$ cat src/rtl/backprop_pkg.sv
// rtl/backprop_pkg.sv - shared types and widths for the backprop pass sequencer
package backprop_pkg;

    localparam int INDEX_WIDTH = 32;

    typedef enum logic [1:0] {
        IDLE  = 2'd0,
        COST  = 2'd1,
        DENSE = 2'd2,
        DONE  = 2'd3
    } bp_seq_state_t;

endpackage

$ cat src/rtl/layer_row_counter.sv
// rtl/layer_row_counter.sv - row/layer position register walked by the backprop sequencer
module layer_row_counter
    import backprop_pkg::*;
#(
    parameter int size = 3
) (
    input  logic                   clk,
    input  logic                   reset_n,
    input  logic                   load,
    input  logic [INDEX_WIDTH-1:0] load_layer,
    input  logic                   advance,
    output logic [INDEX_WIDTH-1:0] row,
    output logic [INDEX_WIDTH-1:0] layer,
    output logic                   row_last,
    output logic                   layer_zero
);

    localparam logic [INDEX_WIDTH-1:0] ROW_MAX = INDEX_WIDTH'(size - 1);

    logic [INDEX_WIDTH-1:0] row_q, row_d;
    logic [INDEX_WIDTH-1:0] layer_q, layer_d;

    always_ff @(posedge clk or negedge reset_n) begin
        if (!reset_n) begin
            row_q   <= '0;
            layer_q <= '0;
        end else begin
            row_q   <= row_d;
            layer_q <= layer_d;
        end
    end

    // The caller never advances from the last row of layer 0, so layer cannot underflow.
    always_comb begin
        row_d   = row_q;
        layer_d = layer_q;
        if (load) begin
            row_d   = '0;
            layer_d = load_layer;
        end else if (advance) begin
            if (row_q == ROW_MAX) begin
                row_d   = '0;
                layer_d = layer_q - 1'b1;
            end else begin
                row_d = row_q + 1'b1;
            end
        end
    end

    assign row        = row_q;
    assign layer      = layer_q;
    assign row_last   = (row_q == ROW_MAX);
    assign layer_zero = (layer_q == '0);

endmodule

$ cat src/rtl/backprop_sequencer.sv
// rtl/backprop_sequencer.sv - steps the stack controller through one cost + dense backward pass
module backprop_sequencer
    import backprop_pkg::*;
#(
    parameter int size        = 3,
    parameter int layer_count = 2
) (
    input  logic                   clk,
    input  logic                   reset_n,
    input  logic                   start,
    input  logic                   abort,
    input  logic                   step_ack,
    output logic                   is_update,
    output logic                   backprop_cost,
    output logic                   is_cost_layer,
    output logic [INDEX_WIDTH-1:0] w_layer_index,
    output logic [INDEX_WIDTH-1:0] w_row_index,
    output logic                   busy,
    output logic                   done,
    output logic [INDEX_WIDTH-1:0] step_count
);

    bp_seq_state_t          state_q, state_d;
    logic [INDEX_WIDTH-1:0] step_count_q, step_count_d;
    logic [INDEX_WIDTH-1:0] row, layer;
    logic                   row_last, layer_zero;
    logic                   active, load, accept, final_step;

    assign active     = (state_q == COST) || (state_q == DENSE);
    assign load       = (state_q == IDLE) && start;
    assign accept     = active && step_ack && !abort;
    assign final_step = row_last && layer_zero;

    layer_row_counter #(.size(size)) u_counter (
        .clk        (clk),
        .reset_n    (reset_n),
        .load       (load),
        .load_layer (INDEX_WIDTH'(layer_count)),
        .advance    (accept && !final_step),
        .row        (row),
        .layer      (layer),
        .row_last   (row_last),
        .layer_zero (layer_zero)
    );

    always_ff @(posedge clk or negedge reset_n) begin
        if (!reset_n) begin
            state_q      <= IDLE;
            step_count_q <= '0;
        end else begin
            state_q      <= state_d;
            step_count_q <= step_count_d;
        end
    end

    // With layer_count=0 the cost layer is also layer 0, so final_step exits COST straight to DONE.
    always_comb begin
        state_d      = state_q;
        step_count_d = step_count_q;
        if (load) begin
            step_count_d = '0;
        end else if (accept) begin
            step_count_d = step_count_q + 1'b1;
        end
        unique case (state_q)
            IDLE:  if (start) state_d = COST;
            COST: begin
                if (abort)                     state_d = IDLE;
                else if (step_ack && row_last) state_d = layer_zero ? DONE : DENSE;
            end
            DENSE: begin
                if (abort)                       state_d = IDLE;
                else if (step_ack && final_step) state_d = DONE;
            end
            DONE:  state_d = IDLE;
            default: state_d = IDLE;
        endcase
    end

    always_comb begin
        is_update     = active;
        busy          = active;
        backprop_cost = (state_q == COST);
        is_cost_layer = (state_q == COST);
        done          = (state_q == DONE);
        w_layer_index = active ? layer : '0;
        w_row_index   = active ? row : '0;
        step_count    = step_count_q;
    end

endmodule
$ cat config.mk
export PLATFORM = sky130hd
export DESIGN_NAME = backprop_sequencer
export DESIGN_NICKNAME = d
export VERILOG_FILES = /design/src/rtl/backprop_pkg.sv /design/src/rtl/layer_row_counter.sv /design/src/rtl/backprop_sequencer.sv
export SDC_FILE = /design/constraint.sdc
export NUM_CORES = 1
export LEC_CHECK = 0
export CAP_MARGIN = 20
export CORE_MARGIN = 2
export CORE_UTILIZATION = 45
export CTS_CLUSTER_SIZE = 24
export DETAILED_ROUTE_END_ITERATION = 6
export PLACE_DENSITY = 0.79
export SLEW_MARGIN = 20
export SYNTH_ARGS = -nofsm -noshare
export SYNTH_HDL_FRONTEND = slang
export SYNTH_SLANG_ARGS = --single-unit
$ cat constraint.sdc
create_clock -name clk -period 3.3 [get_ports clk]
set_input_delay 0.66 -clock clk [delete_from_list [all_inputs] [get_ports clk]]
set_output_delay 0.66 -clock clk [all_outputs]
set_load 0.02 [all_outputs]
## Word level (Yosys, flattened, before mapping)

Index checks and enable logic that the tools add are counted.

- Order comparisons: 0
- Multipliers: 0
- Add/subtract/negate cells: 3
- Eq/ne operators: 7
- Bitwise operators: 0
- Reductions and logical operators: 17
- Multiplexer cells: 17
- Shift operators: 0
- Divide/modulo/power cells: 0

Operators by type and width:

| operator | number |
|---|---|
| two-way mux 32 bit | 10 |
| adder 32 x 1 -> 32 bit (second input constant) | 2 |
| == test 32 x 2 -> 1 bit (second input constant) | 1 |
| logical NOT 32 bit | 1 |
| subtractor 32 x 1 -> 32 bit (second input constant) | 1 |
| two-way mux 2 bit | 5 |
| case mux 2 bit (4 select lines) | 1 |
| logical AND 1 bit | 7 |
| != test 3 x 2 -> 1 bit (second input constant) | 2 |
| nonzero test 2 bit | 3 |
| == test 2 bit (second input constant) | 2 |
| AND reduction 3 bit | 1 |
| == test 2 x 1 -> 1 bit (second input constant) | 1 |
| logical NOT 1 bit | 2 |
| logical NOT 2 bit | 1 |
| != test 2 bit (second input constant) | 1 |
| AND reduction 2 bit | 1 |
| logical OR 1 bit | 1 |
| two-way mux 1 bit | 1 |

- Bits in read-only memories: 0
- Bits in writable memories: 0
- Output and inout port bits: 101
- Flip-flop bits (word level): 98
- Latch bits: 0
- Memories: 0

## Longest topological paths before layout

Gate-level depths: netlist of run 1.

- Depth after elaboration: 7
- Depth in mapped cells: 10
- Gate-level depth less buffers: 8

## Cells and area by module

From an unflattened synthesis of run 1, not the netlist that was laid out.

- Cells, all modules: 735
- Area, all modules: 6328.6 µm²

Modules (own cells, without submodules):

| module | area each (µm²) | cells an instance | instances | seq. area each (µm²) |
|---|---|---|---|---|
| layer_row_counter | 3870.0 | 442 | 1 | 1601.5 |
| backprop_sequencer | 2458.6 | 293 | 1 | 850.8 |

## Least setup slack after synthesis of run 1

OpenSTA, ideal clock, no wires.

- Path kind: register to register
- Start point: register u_counter.layer_q[0] (netlist: u_counter.layer[0])
- End point: register u_counter.row_q[16] (netlist: u_counter.row[16])
- Data required time: 3234 ps
- Path buffers: 1
- Cell stages (with the launch flop): 10
- Path slack: 631 ps
- Arrival: 2603 ps
- Period minus slack after synthesis: 2669 ps
- Cells stage by stage: dfrtp_1 > inv_1 > ha_1 > or4b_4 > nor4_4 > nand3_2 > a21o_1 > buf_6 > or4_1 > nand2_1

- Word-level cells in the longest chain between the ends: 5

RTL lines:

| element | line | RTL |
|---|---|---|
| from (decl) | layer_row_counter.sv:21 | `logic [INDEX_WIDTH-1:0] layer_q, layer_d;` |
| from (signal assigned) | layer_row_counter.sv:29 | `layer_q <= layer_d;` |
| logical NOT 32 bit | layer_row_counter.sv:53 | `assign layer_zero = (layer_q == '0);` |
| logical AND 1 bit | backprop_sequencer.sv:32 | `assign final_step = row_last && layer_zero;` |
| logical NOT 1 bit | backprop_sequencer.sv:39 | `.advance (accept && !final_step),` |
| logical AND 1 bit | backprop_sequencer.sv:39 |  |
| nonzero test 2 bit (no source line) | - |  |
| to (signal assigned) | layer_row_counter.sv:28 | `row_q <= row_d;` |
| to (decl) | layer_row_counter.sv:20 | `logic [INDEX_WIDTH-1:0] row_q, row_d;` |

No other way between the ends.
A chain may end at the register's enable or synchronous reset.

## Worst setup path after layout of run 1

- Start point: register state_q[1]
- End point: output port w_row_index[0]

- Word-level cells in the longest chain between the ends: 3
- Elaborated cells on any way between the ends: 4

RTL lines:

| element | line | RTL |
|---|---|---|
| from (decl) | backprop_sequencer.sv:23 | `bp_seq_state_t state_q, state_d;` |
| from (signal assigned) | backprop_sequencer.sv:51 | `state_q <= state_d;` |
| == test 2 x 1 -> 1 bit / == test 2 bit (equally long branches) | backprop_sequencer.sv:29 | `assign active = (state_q == COST) \|\| (state_q == DENSE);` |
| logical OR 1 bit * | backprop_sequencer.sv:29 |  |
| two-way mux 32 bit * | backprop_sequencer.sv:87 | `w_row_index = active ? row : '0;` |
| to (decl) | backprop_sequencer.sv:17 | `output logic [INDEX_WIDTH-1:0] w_row_index,` |

Mark *: on every way between the ends. The rest lies on a longest branch, timed or not.

==> impl_metrics.py, run 1 <==
metrics = {
    "die": {
        "die_w_um": 117,
        "core.rowCount": 41,
        "die-area_um2": 13800,
        "ios": 106,
        "die_height_um": 117,
        "initial_core_util_pct": 45.9,
        "fp.coreArea_um2": 12600,
    },
    "outcome": {
        "outcome": "completed",
    },
    "synth": {
        "yosysMostFrequentCell": "dfrtp_1",
        "ys_warn_count": 0,
        "yosysTopAreaCell": "dfrtp_1",
        "seq_area_frac_synth_pct": 42.3,
        "synth_edf_count": 0,
        "ys_seq_elements": 98,
        "synth_cell_types": 50,
        "avgSynthCellArea_um2": 8.77,
        "synthArstFlopShare_pct": 100,
        "synth_ff_type": "dfrtp_1",
        "synth_top_area_share_pct": 42.3,
        "syn-num-nets": 675,
        "yosys-top-cells-count": "98 x dfrtp_1, 72 x and2_1, 66 x nor2_1",
        "netlist_area_um2": 5800,
        "synth_cells": 661,
        "synthTopCellsByArea": "dfrtp_1 42%, and2_1 7.8%, xor2_1 5.1%",
    },
    "placed_design": {
        "postPlaceCellArea_um2": 7060,
        "port_buffers": 105,
        "place.gp.congestion": 0.923,
        "dp_hpwl_mm": 10.9,
    },
    "power": {
        "p_per_area_nw_per_um2": 508,
        "leakagePower_nw": 3.06,
        "ir_worst_vdd_uv": 293,
    },
    "clock_tree": {
        "cts.clk_slew.worst_paths_ns": 0.07,
        "cts.hold.buffers_added": 0,
        "insertion_delay_ns": 0.35,
        "cts_setup_buffers": 0,
        "h-tree-depth": 3,
        "cts_tree": "built",
        "post_cts_resized": 0,
        "numCtsBuffers": 9,
        "cts-root-buf": "clkbuf_16",
        "clk_path_buf_depth": 2,
        "clock_sinks": 98,
    },
    "setup_path": {
        "timing.rr.start": "u_counter.layer[0]$_DFFE_PN0P_",
        "max_stage_delay_ns": 0.62,
        "cpMaxStageDelayCell": "clkdlybuf4s50_1",
        "cp_cell_sequence": "inv_1 > ha_1 > buf_4 > and2_1 > clkdlybuf4s50_1",
        "cp_max_fo": 32,
        "crit_buf_inv": 3,
        "crit_arrival_ns": 2.41,
        "startpoint_type": "flip-flop",
        "path_delay_family": "buffers and inverters",
        "reg2reg_setup_slack_ns": 0.38,
        "rr_worst_depth": 8,
        "worstSetupPathType": "reg2out",
        "cp-end-kind": "output pin",
        "timing.rr.end": "u_counter.row[4]$_DFFE_PN0P_",
        "critical_path_required_ns": 2.64,
    },
    "sta": {
        "worst_pin_slew_ns": 0.724,
        "finalHoldViolCount": 0,
        "setup_viol": 0,
        "finalCritPeriodShare_pct": 93.0,
        "tns_ns": 0,
        "slew_headroom_pct": 51.7,
        "rsz0062_at_grt": "no",
        "fmax_ghz": 0.326,
        "fin_skew_ns": 0.00654,
        "period_minus_slack_ns": 3.07,
        "slew_viol_final": 0,
    },
    "detailed_routing": {
        "met1Wirelength_mm": 6.42,
        "wl_met3_um": 996,
        "drtIter0Drc": 425,
        "drc_errors": 0,
        "wl_mm": 15.5,
        "ant_nets": 0,
        "first_pass_iters": 5,
        "routed.top_layer": "met4",
        "routedWlPerCell_um": 16.6,
        "met2WireLength_mm": 7.70,
        "vias": 5445,
        "vias_per_cell": 5.83,
    },
    "finish": {
        "nNetsFinal": 771,
        "area_delta_synth_final_pct": 26.8,
        "multi_input_area_um2": 3160,
        "drive_above_1_share_pct": 6.04,
        "fillCellCount": 1144,
        "n_antenna_cell": 0,
        "fin_area_um2": 7350,
        "seq_area_um2": 2450,
    },
    "run": {
        "drv_cap": 0,
    },
    "grt": {
        "grt_pass1_wl_mm": 25.6,
        "antenna_found_initial": 0,
        "overflow": 0,
        "grt_max_degree": 57,
        "grt_pass1_vias": 5295,
        "grt_use_total_pct": 22.5,
    },
    "hold_path": {
        "hold_class": "in2async",
    },
}
## worst max path at each step
stage,from,endpoint,slack [ns],cells after the start
final,state_q[1]$_DFFE_PN0P_,w_row_index[0],0.23,5
after CTS,state_q[1]$_DFFE_PN0P_,w_row_index[15],0.22,5
after global placement,abort,u_counter.layer[7]$_DFFE_PN0P_,0.41,7
after detailed placement,abort,u_counter.layer[7]$_DFFE_PN0P_,0.39,7
after global routing,state_q[1]$_DFFE_PN0P_,w_layer_index[0],0.11,5
after floorplan,u_counter.layer[0]$_DFFE_PN0P_,u_counter.row[16]$_DFFE_PN0P_,0.63,9
## flip-flops by register name (all words and copies together), names as in the netlist
register         cells
state_q              2
u_counter.row       32
step_count          32
u_counter.layer     32
## placed cells by master, fill, tap and decap left out, types with 2 or more instances in the layout
| cell | Yosys | layout |
|---|---|---|
| a21oi_1 | 47 | 46 |
| and4_1 | 10 | 10 |
| nor4_1 | 12 | 12 |
| and2_1 | 72 | 71 |
| nand2_1 | 45 | 45 |
| and3_1 | 11 | 11 |
| nand3b_1 | 2 | 2 |
| a211o_1 | 2 | 2 |
| or4_1 | 22 | 22 |
| mux2_2 | 2 | 2 |
| o211ai_1 | 13 | 13 |
| o41ai_1 | 3 | 3 |
| buf_4 | 2 | 15 |
| clkbuf_8 | 0 | 3 |
| nor3_1 | 12 | 12 |
| or3_1 | 29 | 29 |
| nor2_1 | 66 | 66 |
| nor2b_1 | 2 | 2 |
| dfrtp_1 | 98 | 98 |
| xnor2_1 | 9 | 9 |
| a31o_2 | 2 | 2 |
| nand4_1 | 25 | 25 |
| clkinv_4 | 0 | 2 |
| ha_1 | 9 | 9 |
| clkdlybuf4s50_1 | 0 | 104 |
| or2_2 | 3 | 3 |
| inv_1 | 9 | 9 |
| nand4b_1 | 3 | 3 |
| buf_12 | 0 | 2 |
| nand3_1 | 28 | 28 |
| o21ai_0 | 30 | 30 |
| xor2_1 | 34 | 34 |
| clkbuf_16 | 0 | 9 |
| o31ai_1 | 8 | 8 |
## area by class of cell
| type | count | area share [%] |
|---|---|---|
| timing repair buffer | 121 | 16.2 |
| sequential | 98 | 33.4 |
| clock buffer | 13 | 3.68 |
| inverter | 9 | 0.460 |
| clock inverter | 3 | 0.306 |
| tap | 172 | 2.93 |
| multi-input combinational | 518 | 43.0 |
## worst reg2reg max path, delay by kind of cell (launching register included)
family                   cells  cell delay, ns
AO/OA/AOI/OAI                1            0.47
adder cells (fa/ha/maj)      1            0.20
buffers and inverters        1            0.10
flip-flops                   1            0.39
AND/OR/NAND/NOR              5            1.72
## power by group
| group | internal [W] | total, W | switching, W |
|---|---|---|---|
| clock | 0.000575 | 0.00104 | 0.000461 |
| combinational | 0.000467 | 0.00132 | 0.000852 |
| sequential | 0.00127 | 0.00137 | 0.000100 |
## cell families after synthesis
logic type / Yosys count / synth area share (%)
and+or+nand+nor: 351 / 34.1
AOI/OAI and AO/OA: 112 / 11.4
DFF: 98 / 42.3
buffers and inverters: 45 / 3.24
xor gates and xnor gates: 43 / 6.50
adders and majority gates: 9 / 1.94
muxes: 3 / 0.561
## per-layer routing
layer  track usage, %  vias to the layer above
li1                 -                     2563
met1             28.2                     2628
met2             38.0                      221
met3             4.17                       33
met4             9.71                        0
met5                0                        -
## stage by stage
stage	setup slack (ns)	util, %	cells	hold WS, ns	power (W)
after floorplan	0.631	-	661	0.364	0.00226
after global placement	0.414	55.9	918	0.524	0.00266
after detailed placement	0.391	55.9	918	0.547	0.00270
after CTS	0.223	58.2	934	0.386	0.00373
after global routing	0.106	58.2	934	0.435	0.00393
final	0.231	58.2	934	0.362	0.00373
No activity file was read; power rests on OpenSTA's default activity.
==> inputs of run 2 (changes only) <==
Settings changed: CAP_MARGIN 20 to not set.
==> results of run 2 <==
No change in the layout: final DEF, timing and power equal those of run 1.
